## config.mk

```make
export PLATFORM = sky130hd
export DESIGN_NAME = sn_counter
export DESIGN_NICKNAME = d
export VERILOG_FILES = /design/src/rtl/sn_counter.sv
export SDC_FILE = /design/constraint.sdc
export NUM_CORES = 1
export LEC_CHECK = 0
export CAP_MARGIN = 15
export CORE_UTILIZATION = 45
export CTS_BUF_LIST = sky130_fd_sc_hd__clkbuf_4 sky130_fd_sc_hd__clkbuf_8 sky130_fd_sc_hd__clkbuf_16
export DETAILED_ROUTE_END_ITERATION = 7
export PLACE_DENSITY = 0.67
export SLEW_MARGIN = 40
export SYNTH_ARGS = -nofsm -noshare
export SYNTH_HDL_FRONTEND = slang
export SYNTH_SLANG_ARGS = --single-unit
```

## constraint.sdc

```tcl
create_clock -name CLK -period 8 [get_ports CLK]
set_clock_uncertainty 0.1 [all_clocks]
set_input_delay 1.6 -clock CLK [delete_from_list [all_inputs] [get_ports CLK]]
set_output_delay 1.6 -clock CLK [all_outputs]
set_load 0.03 [all_outputs]
```

## src/rtl/sn_counter.sv

```systemverilog
// sn_counter: stochastic-number to binary converter.
//   Accumulates (P - N) of the generator's bitstream pair over a programmed
//   window of enabled cycles and offers the signed result with a valid/ack
//   handshake.
// Ports:
//   CLK, RST          clock (rising edge), asynchronous active-high reset
//   EN                stream advance, shared with the generator LFSR
//   DATA_IN, LEN_WE   window length load (DATA_IN[30:0])
//   START             one-cycle pulse, begins a conversion when idle
//   SN_IN_P, SN_IN_N  positive / negative bitstreams
//   BUSY              conversion in progress (SKIP or RUN)
//   RESULT            signed P-N count of the last completed window
//   RESULT_VALID      RESULT holds an unread completed result
//   RESULT_ACK        consumer read RESULT; clears RESULT_VALID
module sn_counter #(
  parameter int unsigned CNT_W = 32,
  parameter int unsigned SKIP  = 1
) (
  input  logic             CLK,
  input  logic             RST,
  input  logic             EN,
  input  logic [31:0]      DATA_IN,
  input  logic             LEN_WE,
  input  logic             START,
  input  logic             SN_IN_P,
  input  logic             SN_IN_N,
  output logic             BUSY,
  output logic [CNT_W-1:0] RESULT,
  output logic             RESULT_VALID,
  input  logic             RESULT_ACK
);

  localparam int unsigned LEN_W  = 31;
  localparam int unsigned SKIP_W = (SKIP > 0) ? $clog2(SKIP + 1) : 1;

  localparam logic signed [CNT_W-1:0] ACC_MAX = {1'b0, {(CNT_W-1){1'b1}}};
  localparam logic signed [CNT_W-1:0] ACC_MIN = {1'b1, {(CNT_W-1){1'b0}}};

  typedef enum logic [1:0] {
    ST_IDLE = 2'd0,
    ST_SKIP = 2'd1,
    ST_RUN  = 2'd2
  } state_t;

  state_t                  state, state_d;
  logic [LEN_W-1:0]        len, len_d;
  logic [LEN_W-1:0]        remain, remain_d;
  logic [SKIP_W-1:0]       skip_cnt, skip_d;
  logic signed [CNT_W-1:0] acc, acc_d;
  logic signed [CNT_W-1:0] acc_step_c;
  logic [CNT_W-1:0]        result_d;
  logic                    valid_d;
  logic                    busy_d;
  logic                    up_c, dn_c;
  logic                    unused_data_msb;

  // Bit 31 of the length source carries no meaning.
  assign unused_data_msb = DATA_IN[31];

  // Decoded contribution of the current bit pair; 11 and 00 cancel.
  assign up_c = SN_IN_P & ~SN_IN_N;
  assign dn_c = SN_IN_N & ~SN_IN_P;

  // Saturating accumulate; only reachable when CNT_W is narrower than LEN.
  always_comb begin
    acc_step_c = acc;
    if (up_c && (acc != ACC_MAX)) begin
      acc_step_c = acc + CNT_W'(1);
    end else if (dn_c && (acc != ACC_MIN)) begin
      acc_step_c = acc - CNT_W'(1);
    end
  end

  // Next-state and datapath updates.
  always_comb begin
    state_d  = state;
    len_d    = len;
    remain_d = remain;
    skip_d   = skip_cnt;
    acc_d    = acc;
    result_d = RESULT;
    valid_d  = RESULT_VALID;

    if (RESULT_ACK) begin
      valid_d = 1'b0;
    end

    // Length may be reprogrammed at any time; it only affects the next START.
    if (LEN_WE) begin
      len_d = DATA_IN[LEN_W-1:0];
    end

    unique case (state)
      ST_IDLE: begin
        if (START) begin
          acc_d    = '0;
          remain_d = len;
          skip_d   = SKIP_W'(SKIP);
          valid_d  = 1'b0;
          if (len == '0) begin
            // Empty window completes immediately with a zero result.
            result_d = '0;
            valid_d  = 1'b1;
          end else if (SKIP == 0) begin
            state_d = ST_RUN;
          end else begin
            state_d = ST_SKIP;
          end
        end
      end

      ST_SKIP: begin
        if (EN) begin
          skip_d = skip_cnt - SKIP_W'(1);
          if (skip_cnt <= SKIP_W'(1)) begin
            state_d = ST_RUN;
          end
        end
      end

      ST_RUN: begin
        if (EN) begin
          acc_d    = acc_step_c;
          remain_d = remain - LEN_W'(1);
          // Last bit of the window: publish including this cycle's bit.
          if (remain == LEN_W'(1)) begin
            result_d = acc_step_c;
            valid_d  = 1'b1;
            state_d  = ST_IDLE;
          end
        end
      end

      default: begin
        state_d = ST_IDLE;
      end
    endcase

    busy_d = (state_d != ST_IDLE);
  end

  // State and output registers.
  always_ff @(posedge CLK or posedge RST) begin
    if (RST) begin
      state        <= ST_IDLE;
      len          <= '0;
      remain       <= '0;
      skip_cnt     <= '0;
      acc          <= '0;
      BUSY         <= 1'b0;
      RESULT       <= '0;
      RESULT_VALID <= 1'b0;
    end else begin
      state        <= state_d;
      len          <= len_d;
      remain       <= remain_d;
      skip_cnt     <= skip_d;
      acc          <= acc_d;
      BUSY         <= busy_d;
      RESULT       <= result_d;
      RESULT_VALID <= valid_d;
    end
  end

endmodule

```

==> results of run 1 <==
## worst max path at each step
| stage | cells after the start | slack [ns] | startpoint | end |
|---|---|---|---|---|
| 2_1_floorplan | 1 | 2.83 | RST | BUSY |
| 3_3_place_gp | 7 | 3.61 | SN_IN_P | acc[31] |
| 3_5_place_dp | 5 | 3.75 | EN | RESULT[9] |
| 4_1_cts | 8 | 4.19 | SN_IN_N | RESULT[23] |
| 5_1_grt | 8 | 4.02 | SN_IN_N | acc[31] |
| 6_report | 8 | 4.18 | SN_IN_N | acc[31] |
## area by class of cell
cell class	count	share of cell area (%)
multi-input cells	614	43.3
clock inverters	14	2.04
well taps	216	3.06
clock buffers	18	4.91
repair buffers	79	8.81
flip-flops and latches	130	36.9
inverters	22	0.993
## flip-flops by register name, summed over array words and instances, names as in the netlist
register / flops
len: 31
RESULT: 32
acc: 32
RESULT_VALID: 1
BUSY: 1
state: 2
remain: 31
## power by group through the flow
| stage | clock, mW | combinational [mW] | sequential [mW] |
|---|---|---|---|
| after floorplan | 0 | 1.07 | 1.03 |
| after global placement | 0 | 1.34 | 1.10 |
| after detailed placement | 0 | 1.36 | 1.10 |
| after CTS | 0.826 | 1.37 | 1.09 |
| after global routing | 0.858 | 1.53 | 1.13 |
| final | 0.815 | 1.37 | 1.10 |
## layout by cell type, fill, tap and decap left out, types with 11 or more instances in the layout
| cell type | Yosys | routed |
|---|---|---|
| dfrtp_1 | 130 | 130 |
| nand2_1 | 87 | 86 |
| o21ai_0 | 77 | 76 |
| clkdlybuf4s50_1 | 0 | 72 |
| a21oi_1 | 52 | 52 |
| nor2_1 | 53 | 51 |
| nor3_1 | 42 | 41 |
| mux2_2 | 32 | 32 |
| o21ai_1 | 25 | 26 |
| nand3_1 | 21 | 21 |
| inv_1 | 22 | 21 |
| xnor2_1 | 20 | 20 |
| or3_1 | 19 | 19 |
| o31ai_1 | 18 | 18 |
| nor4_1 | 18 | 17 |
| clkbuf_16 | 0 | 17 |
| nand4_1 | 13 | 13 |
| xor2_1 | 11 | 11 |
## per-layer routing
metal	vias up	share of wire, %	GRT usage (%)
met5	-	0	0
met4	0	1.1	8.07
met3	16	3.4	4.43
met2	125	50	39.9
met1	3096	45	29.0
li1	3072	-	-
## cell families after synthesis
group / Yosys count / synth area share, %
muxes: 35 / 5.31
DFF: 130 / 44.3
adders and majority gates: 5 / 0.851
and+or+nand+nor: 319 / 22.9
xor gates and xnor gates: 31 / 3.69
buffers and inverters: 78 / 4.15
AOI/OAI and AO/OA: 224 / 18.8
## worst reg2reg max path, stage by stage (launching register included)
cell and delay (ns):
dfrtp_1 0.46, nor4_1 0.64, nand3_1 0.47, o2111ai_4 0.53, nor3_2 0.11, nor2_1 0.17
xor2_1 0.26, o21ai_1 0.08
==> run_results.csv, run 1 <==
group,metric,value,unit
die,dieArea,0.0168,mm2
finish,fin_cells,1093,
clock_tree,tritoncts,"built",
clock_tree,clockBufferDepth,2,
pwr,p_comb_share,41.8,%
drt,post-route-drc-count,0,
timing,fin_crit,3.82,ns
critical_path,cp-start-kind,"input port",
finish,n_antenna_cell,0,
hold_path,hp-class,"reg2reg",
finish,drive_gt1_share,12.0,%
pwr,p_leak,3.46,nW
clock_tree,clkLatencyLatePin,0.43,ns
die,initial_core_util,46.1,%
timing,setup_violations,0,
synth,synth_area_leaders,"dfrtp_1 44%, o21ai_0 5.2%, mux2_2 4.9%, nand2_1 4.4%, a21oi_1 3.5%",
clock_tree,hold_buffers,0,
finish,multi_input_comb_area,0.00382,mm2
clock_tree,cts-resized-gates,0,
synth,netlist.area_leader.share,44.3,%
critical_path,regToRegSetupSlack,5.03,ns
hold_path,min_to,"RESULT[4]",
clock_tree,path_clk_slew,0.06,ns
synth,synthDistinctLibCells,67,
synth,synth_edf_count,0,
critical_path,cp_num_buf_inv,1,
die,ios,74,
finish,fin_util,55.3,%
synth,synth_most_common_cell,"dfrtp_1",
drt,first_pass_iters,5,
placement,dp_hpwl,12200,um
critical_path,cp.required,8.26,ns
timing,hold_violations,0,
global_routing,grt_start_max_net_pins,68,
critical_path,cpMostUsedCell,"nor3_2",
pwr,power_frac_seq,33.4,%
synth,netlist_area,0.00735,mm2
synth,syn_nets,867,
synth,ys_ff_latch,130,
hold_path,min_from,"RESULT[4]",
global_routing,track_usage,23.1,%
critical_path,r2r_end,"RESULT[29]",
synth,synthArstFlopShare,100,%
global_routing,grt_pass1_wl,30400,um
critical_path,crit_fanout,7,
drt,num_vias,6309,
critical_path,reg2reg_depth,7,
global_routing,antenna_found_initial,0,
pwr,power_switching,1.42,mW
die,die_h,130,um
synth,postSynthCellCount,822,
clock_tree,numCtsBuffers,17,
job,maxCapViolCount,0,
drt,routed_wl,18300,um
clock_tree,clock_sinks,130,
timing,hold-worst-slack,0.375,ns
critical_path,r2r-start,"acc[17]",
synth,ys_top_cells_by_count,"130 x dfrtp_1, 87 x nand2_1, 77 x o21ai_0, 53 x nor2_1, 52 x a21oi_1",
finish,final_net_count,909,
timing,slew_viol_final,0,
hold_path,holdPathStages,2,
die,core,0.0159,mm2
timing,final.setup.worst_slack,4.18,ns
die,die_x,130,um
placement,dp_cells,1061,
synth,yosys.area.top_type,"dfrtp_1",
pwr,swShare,43.3,%
timing,worstMarginPinSlew,0.752,ns
placement,port_buffers,72,
global_routing,grt-ovfl-total,0,
finish,fin_area,0.00882,mm2
drt,drt_iter0_markers,418,
clock_tree,post-cts-setup-buffer-count,0,
drt,ant_nets,0,
timing,min_period_over_period,47.7,%
timing,rsz0062_at_grt,"false",
synth,synth_ff_type,"dfrtp_1",
die,core.rowCount,46,
global_routing,grt_pass1_vias,6007,
critical_path,slowest_delay,0.54,ns
synth,syn_area_per_cell,8.94,um2
critical_path,worst_path_max_delay_cell,"clkdlybuf4s50_1",
pwr,clockPowerShare,24.8,%
clock_tree,root_buffer,"clkbuf_16",
synth,yosysSeqAreaShare,44.3,%
finish,fillers,1469,
placement,dp_slack,3.75,ns
critical_path,cp-end-kind,"register",
run_status,status,"complete, no violations",
synth,ys_warn_count,0,
finish,seqCellArea,0.00325,mm2
timing,fin_setup_tns,0,ns
critical_path,path_class,"in2reg",
critical_path,path_cells,"clkdlybuf4s50_1, or4b_1, nor3_2, o2111ai_4, nor3_2, a32oi_2, or3_1, nand3_1",
pwr,power_density,373,mW/mm2
placement,place_area,0.00820,mm2
pwr,power.internal,1.86,mW
critical_path,critPathArrivalTime,4.08,ns
critical_path,cpLargestDelayFamily,"simple AND/OR/NAND/NOR gates",
placement,place.gp.congestion,0.921,
drt,routedWlPerCell,16.7,um
pwr,peakVddDrop,0.190,mV
clock_tree,cts_max_level,4,
timing,relSlewSlack,49.7,%
pwr,p_total,3.29,mW
timing,fmax,262,MHz
finish,area_growth,20.1,%
drt,viasPerCell,5.77,
(Power assumes the default switching activity.)
==> run 2, diff against run 1 <==
- clock period: 8 -> 3.9 ns (I/O delays scaled with it)
==> run 2 against run 1 <==
  * Power grew 100%
  * Final cell count grew 0.55%
  * Utilization grew 0.16 points
  * Routed wire length shrank 2.0%
  * Largest cell class unchanged
  * Sequential share of layout area shrank 0.10 points
  * Highest routed layer unchanged
  * Critical path type unchanged
  * Non-clock buffer count grew 6
  * First-iteration DRC count shrank 15%
  * Worst setup slack lost 3.3 ns
  * Via count shrank 1.2%
  * Critical path depth is the same
  * Combinational power grew 110%
  * Clock power grew 99%
==> run_results.csv, run 2 (synthesis gave the netlist of run 1 again) <==
group,metric,value,unit
critical_path,cpMostUsedCell,"nor3_2",
pwr,power_frac_seq,33.5,%
timing,slew_viol_final,0,
critical_path,cp.required,4.16,ns
critical_path,r2r_end,"RESULT[5]",
finish,seqCellArea,0.00325,mm2
global_routing,grt_pass1_wl,29900,um
drt,drt_iter0_markers,356,
die,core.rowCount,46,
finish,fillers,1508,
critical_path,cp-start-kind,"input port",
drt,viasPerCell,5.67,
clock_tree,root_buffer,"clkbuf_16",
pwr,swShare,43.6,%
clock_tree,cts-resized-gates,0,
global_routing,antenna_found_initial,0,
pwr,power_density,757,mW/mm2
clock_tree,cts_max_level,4,
finish,fin_util,55.5,%
drt,num_vias,6232,
finish,drive_gt1_share,12.3,%
hold_path,hp-class,"reg2reg",
timing,fmax,335,MHz
critical_path,cp-end-kind,"register",
pwr,p_comb_share,42.3,%
critical_path,worst_path_max_delay_cell,"clkdlybuf4s50_1",
clock_tree,hold_buffers,0,
clock_tree,post-cts-setup-buffer-count,0,
critical_path,crit_fanout,7,
timing,rsz0062_at_grt,"false",
critical_path,regToRegSetupSlack,0.97,ns
finish,multi_input_comb_area,0.00381,mm2
pwr,power.internal,3.77,mW
finish,mostFrequentLayoutCells,"130 x dfrtp_1, 86 x nand2_1, 77 x o21ai_0",
timing,worstMarginPinSlew,0.783,ns
die,core,0.0159,mm2
timing,setup_violations,0,
pwr,clockPowerShare,24.2,%
pwr,p_leak,3.50,nW
drt,routed_wl,17900,um
pwr,power_switching,2.92,mW
timing,hold_violations,0,
global_routing,track_usage,22.9,%
finish,area_growth,20.4,%
critical_path,r2r-start,"acc[17]",
die,dieArea,0.0168,mm2
drt,routedWlPerCell,16.3,um
clock_tree,path_clk_slew,0.06,ns
timing,fin_crit,2.99,ns
timing,min_period_over_period,76.6,%
die,die_h,130,um
critical_path,cp-startpoint,"SN_IN_N",
drt,first_pass_iters,5,
finish,layout_commonest_cell,"dfrtp_1",
clock_tree,clockBufferDepth,2,
job,maxCapViolCount,0,
finish,reg_top3,"RESULT: 32 flops, acc: 32 flops",
critical_path,critPathCapture,"acc[31]",
clock_tree,tritoncts,"built",
clock_tree,clock_sinks,130,
pwr,peakVddDrop,0.386,mV
die,die_x,130,um
clock_tree,numCtsBuffers,17,
drt,ant_nets,0,
clock_tree,clkLatencyLatePin,0.43,ns
finish,final_net_count,915,
die,initial_core_util,46.1,%
timing,fin_setup_tns,0,ns
critical_path,reg2reg_depth,7,
die,ios,74,
placement,place.gp.congestion,0.931,
critical_path,critPathArrivalTime,3.25,ns
placement,port_buffers,72,
finish,n_antenna_cell,0,
critical_path,slowest_delay,0.55,ns
critical_path,path_cells,"clkdlybuf4s50_1, or4b_1, nor3_2, o2111ai_4, nor3_2, a32oi_2, or3_1, nand3_1",
global_routing,grt_pass1_vias,6026,
global_routing,grt_start_max_net_pins,131,
global_routing,grt-ovfl-total,0,
timing,relSlewSlack,47.7,%
placement,dp_hpwl,12200,um
critical_path,path_class,"in2reg",
run_status,status,"complete, no violations",
drt,post-route-drc-count,0,
run 2: cell types whose count changed in the layout (fill, tap and decap cells not counted), sizes merged:
cell,delta
buf,+6
inv,+4
clkinvlp,-2
bufinv,-1
clkbuf,-1
run 2: worst min path at each step:
| stage | slack [ns] | cells after the start | start | endpoint |
|---|---|---|---|---|
| after floorplan | 0.35 | 2 | remain[20] | remain[20] |
| after global placement | 0.36 | 2 | RESULT[9] | RESULT[9] |
| after detailed placement | 0.37 | 2 | RESULT[9] | RESULT[9] |
| after CTS | 0.38 | 2 | RESULT[9] | RESULT[9] |
| after global routing | 0.40 | 2 | RESULT[8] | RESULT[8] |
| final | 0.38 | 2 | RESULT[9] | RESULT[9] |
run 2: final cells by class:
type | instances | share of cell area [%]
Timing Repair Buffer | 85 | 9.39
Tap cell | 216 | 3.05
Multi-Input combinational cell | 614 | 43.1
Clock inverter | 15 | 1.92
Sequential cell | 130 | 36.8
Clock buffer | 17 | 4.81
Inverter | 22 | 0.976
run 2: through the flow:
stage / setup WS, ns / instances / instance area (um2) / total power, mW / hold WS [ns]
after global placement: 0.517 / 1067 / 8240 / 5.00 / 0.360
final: 0.912 / 1099 / 8850 / 6.69 / 0.375
after global routing: 0.736 / 1099 / 8850 / 7.18 / 0.403
after floorplan: 1.22 / 822 / 7350 / 4.31 / 0.349
after detailed placement: 0.495 / 1067 / 8250 / 5.07 / 0.370
after CTS: 0.929 / 1099 / 8850 / 6.72 / 0.383
run 2: critical path: cells and delay by family:
family / cells / cell delay [ns]
AO/OA/AOI/OAI: 2 / 0.41
buffers and inverters: 1 / 0.55
AND/OR/NAND/NOR: 5 / 1.50
run 2: per-layer routing:
metal / part of all wire, % / GRT usage, % / vias up
li1: - / - / 3081
met1: 45 / 28.8 / 2989
met2: 50 / 38.9 / 130
met3: 3.5 / 5.41 / 32
met4: 1.6 / 7.25 / 0
met5: 0 / 0 / -
run 2: power by group through the flow:
stage / logic, mW / clock network [mW] / registers (mW)
floorplan: 2.19 / 0 / 2.12
global placement: 2.76 / 0 / 2.25
detailed placement: 2.82 / 0 / 2.25
CTS: 2.83 / 1.65 / 2.23
global route: 3.16 / 1.71 / 2.32
finish: 2.83 / 1.62 / 2.24
==> run 3, diff against run 2 <==
- PLACE_DENSITY: 0.67 -> 0.7
- clock period: 3.9 -> 2.7 ns (I/O delays scaled with it)
==> run 3 against run 2 <==
  * The flow now finishes with violations (negative setup slack)
  * Combinational power rose by 83%
  * Final area is 7.8% higher
  * Power up 57%
  * Register-to-register slack worse by 0.99 ns
  * Non-clock buffer count rose by 76
  * Final cell count is 6.9% higher
  * Critical endpoint is now RESULT[23]
  * Largest power group unchanged
==> run_results.csv, run 3 (synthesis gave the netlist of run 1 again) <==
group,metric,value,unit
die,core,0.0159,mm2
pwr,p_total,10.5,mW
timing,min_period_over_period,101,%
die,die_h,130,um
global_routing,grt_pass1_wl,32300,um
critical_path,r2r-start,"acc[1]",
critical_path,slowest_delay,0.49,ns
finish,area_growth,29.8,%
drt,num_vias,6664,
timing,rsz0062_at_grt,"true",
clock_tree,path_clk_slew,0.07,ns
drt,routed_wl,19500,um
timing,fin_crit,2.72,ns
pwr,clockPowerShare,21.5,%
finish,multi_input_comb_area,0.00393,mm2
critical_path,cp-end-kind,"register",
placement,dp_cells,1141,
drt,ant_nets,0,
job,maxCapViolCount,0,
critical_path,cp.required,2.93,ns
pwr,power.internal,5.95,mW
critical_path,cp-startpoint,"acc[1]",
drt,viasPerCell,5.67,
timing,fin_setup_tns,-0.0299,ns
pwr,p_leak,3.89,nW
timing,relSlewSlack,44.5,%
clock_tree,clock_sinks,130,
finish,n_antenna_cell,0,
clock_tree,hold_buffers,0,
timing,setup_violations,2,
hold_path,hp-class,"reg2reg",
timing,hold-worst-slack,0.374,ns
clock_tree,cts_max_level,4,
global_routing,grt-ovfl-total,0,
pwr,swShare,43.4,%
pwr,p_comb_share,49.4,%
die,initial_core_util,46.1,%
finish,fin_area,0.00954,mm2
timing,fmax,367,MHz
finish,mostFrequentLayoutCells,"130 x dfrtp_1, 87 x nand2_1, 84 x buf_4",
clock_tree,tritoncts,"built",
placement,port_buffers,72,
timing,slew_viol_final,0,
finish,fillers,1418,
timing,worstMarginPinSlew,0.833,ns
pwr,peakVddDrop,0.570,mV
timing,final.setup.worst_slack,-0.0242,ns
finish,fin_util,59.8,%
critical_path,worst_path_max_delay_cell,"or4_4",
global_routing,antenna_found_initial,0,
global_routing,track_usage,24.8,%
finish,drive_gt1_share,20.9,%
clock_tree,root_buffer,"clkbuf_16",
drt,routedWlPerCell,16.6,um
pwr,power_frac_seq,29.1,%
pwr,power_switching,4.57,mW
hold_path,min_from,"RESULT[3]",
finish,final_net_count,991,
drt,drt_iter0_markers,477,
finish,fin_cells,1175,
pwr,power_density,1100,mW/mm2
drt,first_pass_iters,5,
finish,seqCellArea,0.00325,mm2
global_routing,grt_start_max_net_pins,131,
die,core.rowCount,46,
die,ios,74,
placement,dp_slack,-0.254,ns
timing,hold_violations,0,
critical_path,path_cells,"inv_2, ha_4, or4bb_1, or4_4, o2111ai_4, buf_6, nor4_4, a31oi_4, xnor2_2, a22o_1",
clock_tree,clkLatencyLatePin,0.43,ns
global_routing,grt_pass1_vias,6519,
clock_tree,numCtsBuffers,17,
finish,layout_commonest_cell,"dfrtp_1",
placement,place_area,0.00882,mm2
critical_path,crit_fanout,4,
critical_path,critPathArrivalTime,2.95,ns
run_status,status,"complete, but fails checks",
die,die_x,130,um
drt,post-route-drc-count,0,
placement,dp_hpwl,13400,um
clock_tree,clockBufferDepth,2,
critical_path,cp-start-kind,"register",
finish,reg_top3,"RESULT: 32 flops, acc: 32 flops",
run_status,violations,"negative setup slack",
placement,place.gp.congestion,0.899,
die,dieArea,0.0168,mm2
critical_path,path_class,"reg2reg",
-- run 3: worst paths after layout --
kind                               to  slack, ns  depth (start not counted)
max                        RESULT[23]      -0.02                         10
min                         RESULT[3]       0.37                          2
max reg2reg                RESULT[23]      -0.02                         10
min reg2reg                 RESULT[3]       0.37                          2
max in group asynchronous  RESULT[21]       1.33                          3
min in group asynchronous      len[3]       0.45                          3
-- run 3: layout make-up --
type | instances | area share (%)
clock buffer | 17 | 4.46
clock inverter | 15 | 1.55
inverter | 22 | 0.905
multi-input combinational | 614 | 41.1
sequential | 130 | 34.1
tap | 216 | 2.83
timing repair buffer | 161 | 15.0
-- run 3: layer usage --
metal  global-route usage, %  vias to the layer above  routed length (um)
met3                    4.43                       25                 621
li1                        -                     3238                   -
met5                       0                        -                   0
met4                    9.99                        0                 341
met1                    30.3                     3274                8520
met2                    43.3                      127               10000
-- run 3: power groups by stage --
stage,Combinational [mW],Clock (mW),Sequential [mW]
floorplan,3.17,0,3.06
global placement,4.82,0,3.05
detailed placement,4.91,0,3.06
CTS,5.01,2.30,3.05
global route,5.65,2.37,3.15
finish,5.19,2.26,3.06
-- run 3: critical path, delay by kind of cell, from the launching register on --
family / cells / cell delay (ns)
simple gates: 3 / 0.94
flops: 1 / 0.39
xor+xnor: 1 / 0.10
buf+inv: 2 / 0.24
fa+ha+maj: 1 / 0.14
compound gates: 3 / 0.70
-- run 3: what timing repair did --
| action | in CTS | in global routing |
|---|---|---|
| buffers inserted | 2 | 0 |
| pin swaps | 3 | 9 |
| resized for setup | 7 | 20 |
| setup endpoints to repair | 20 | 39 |
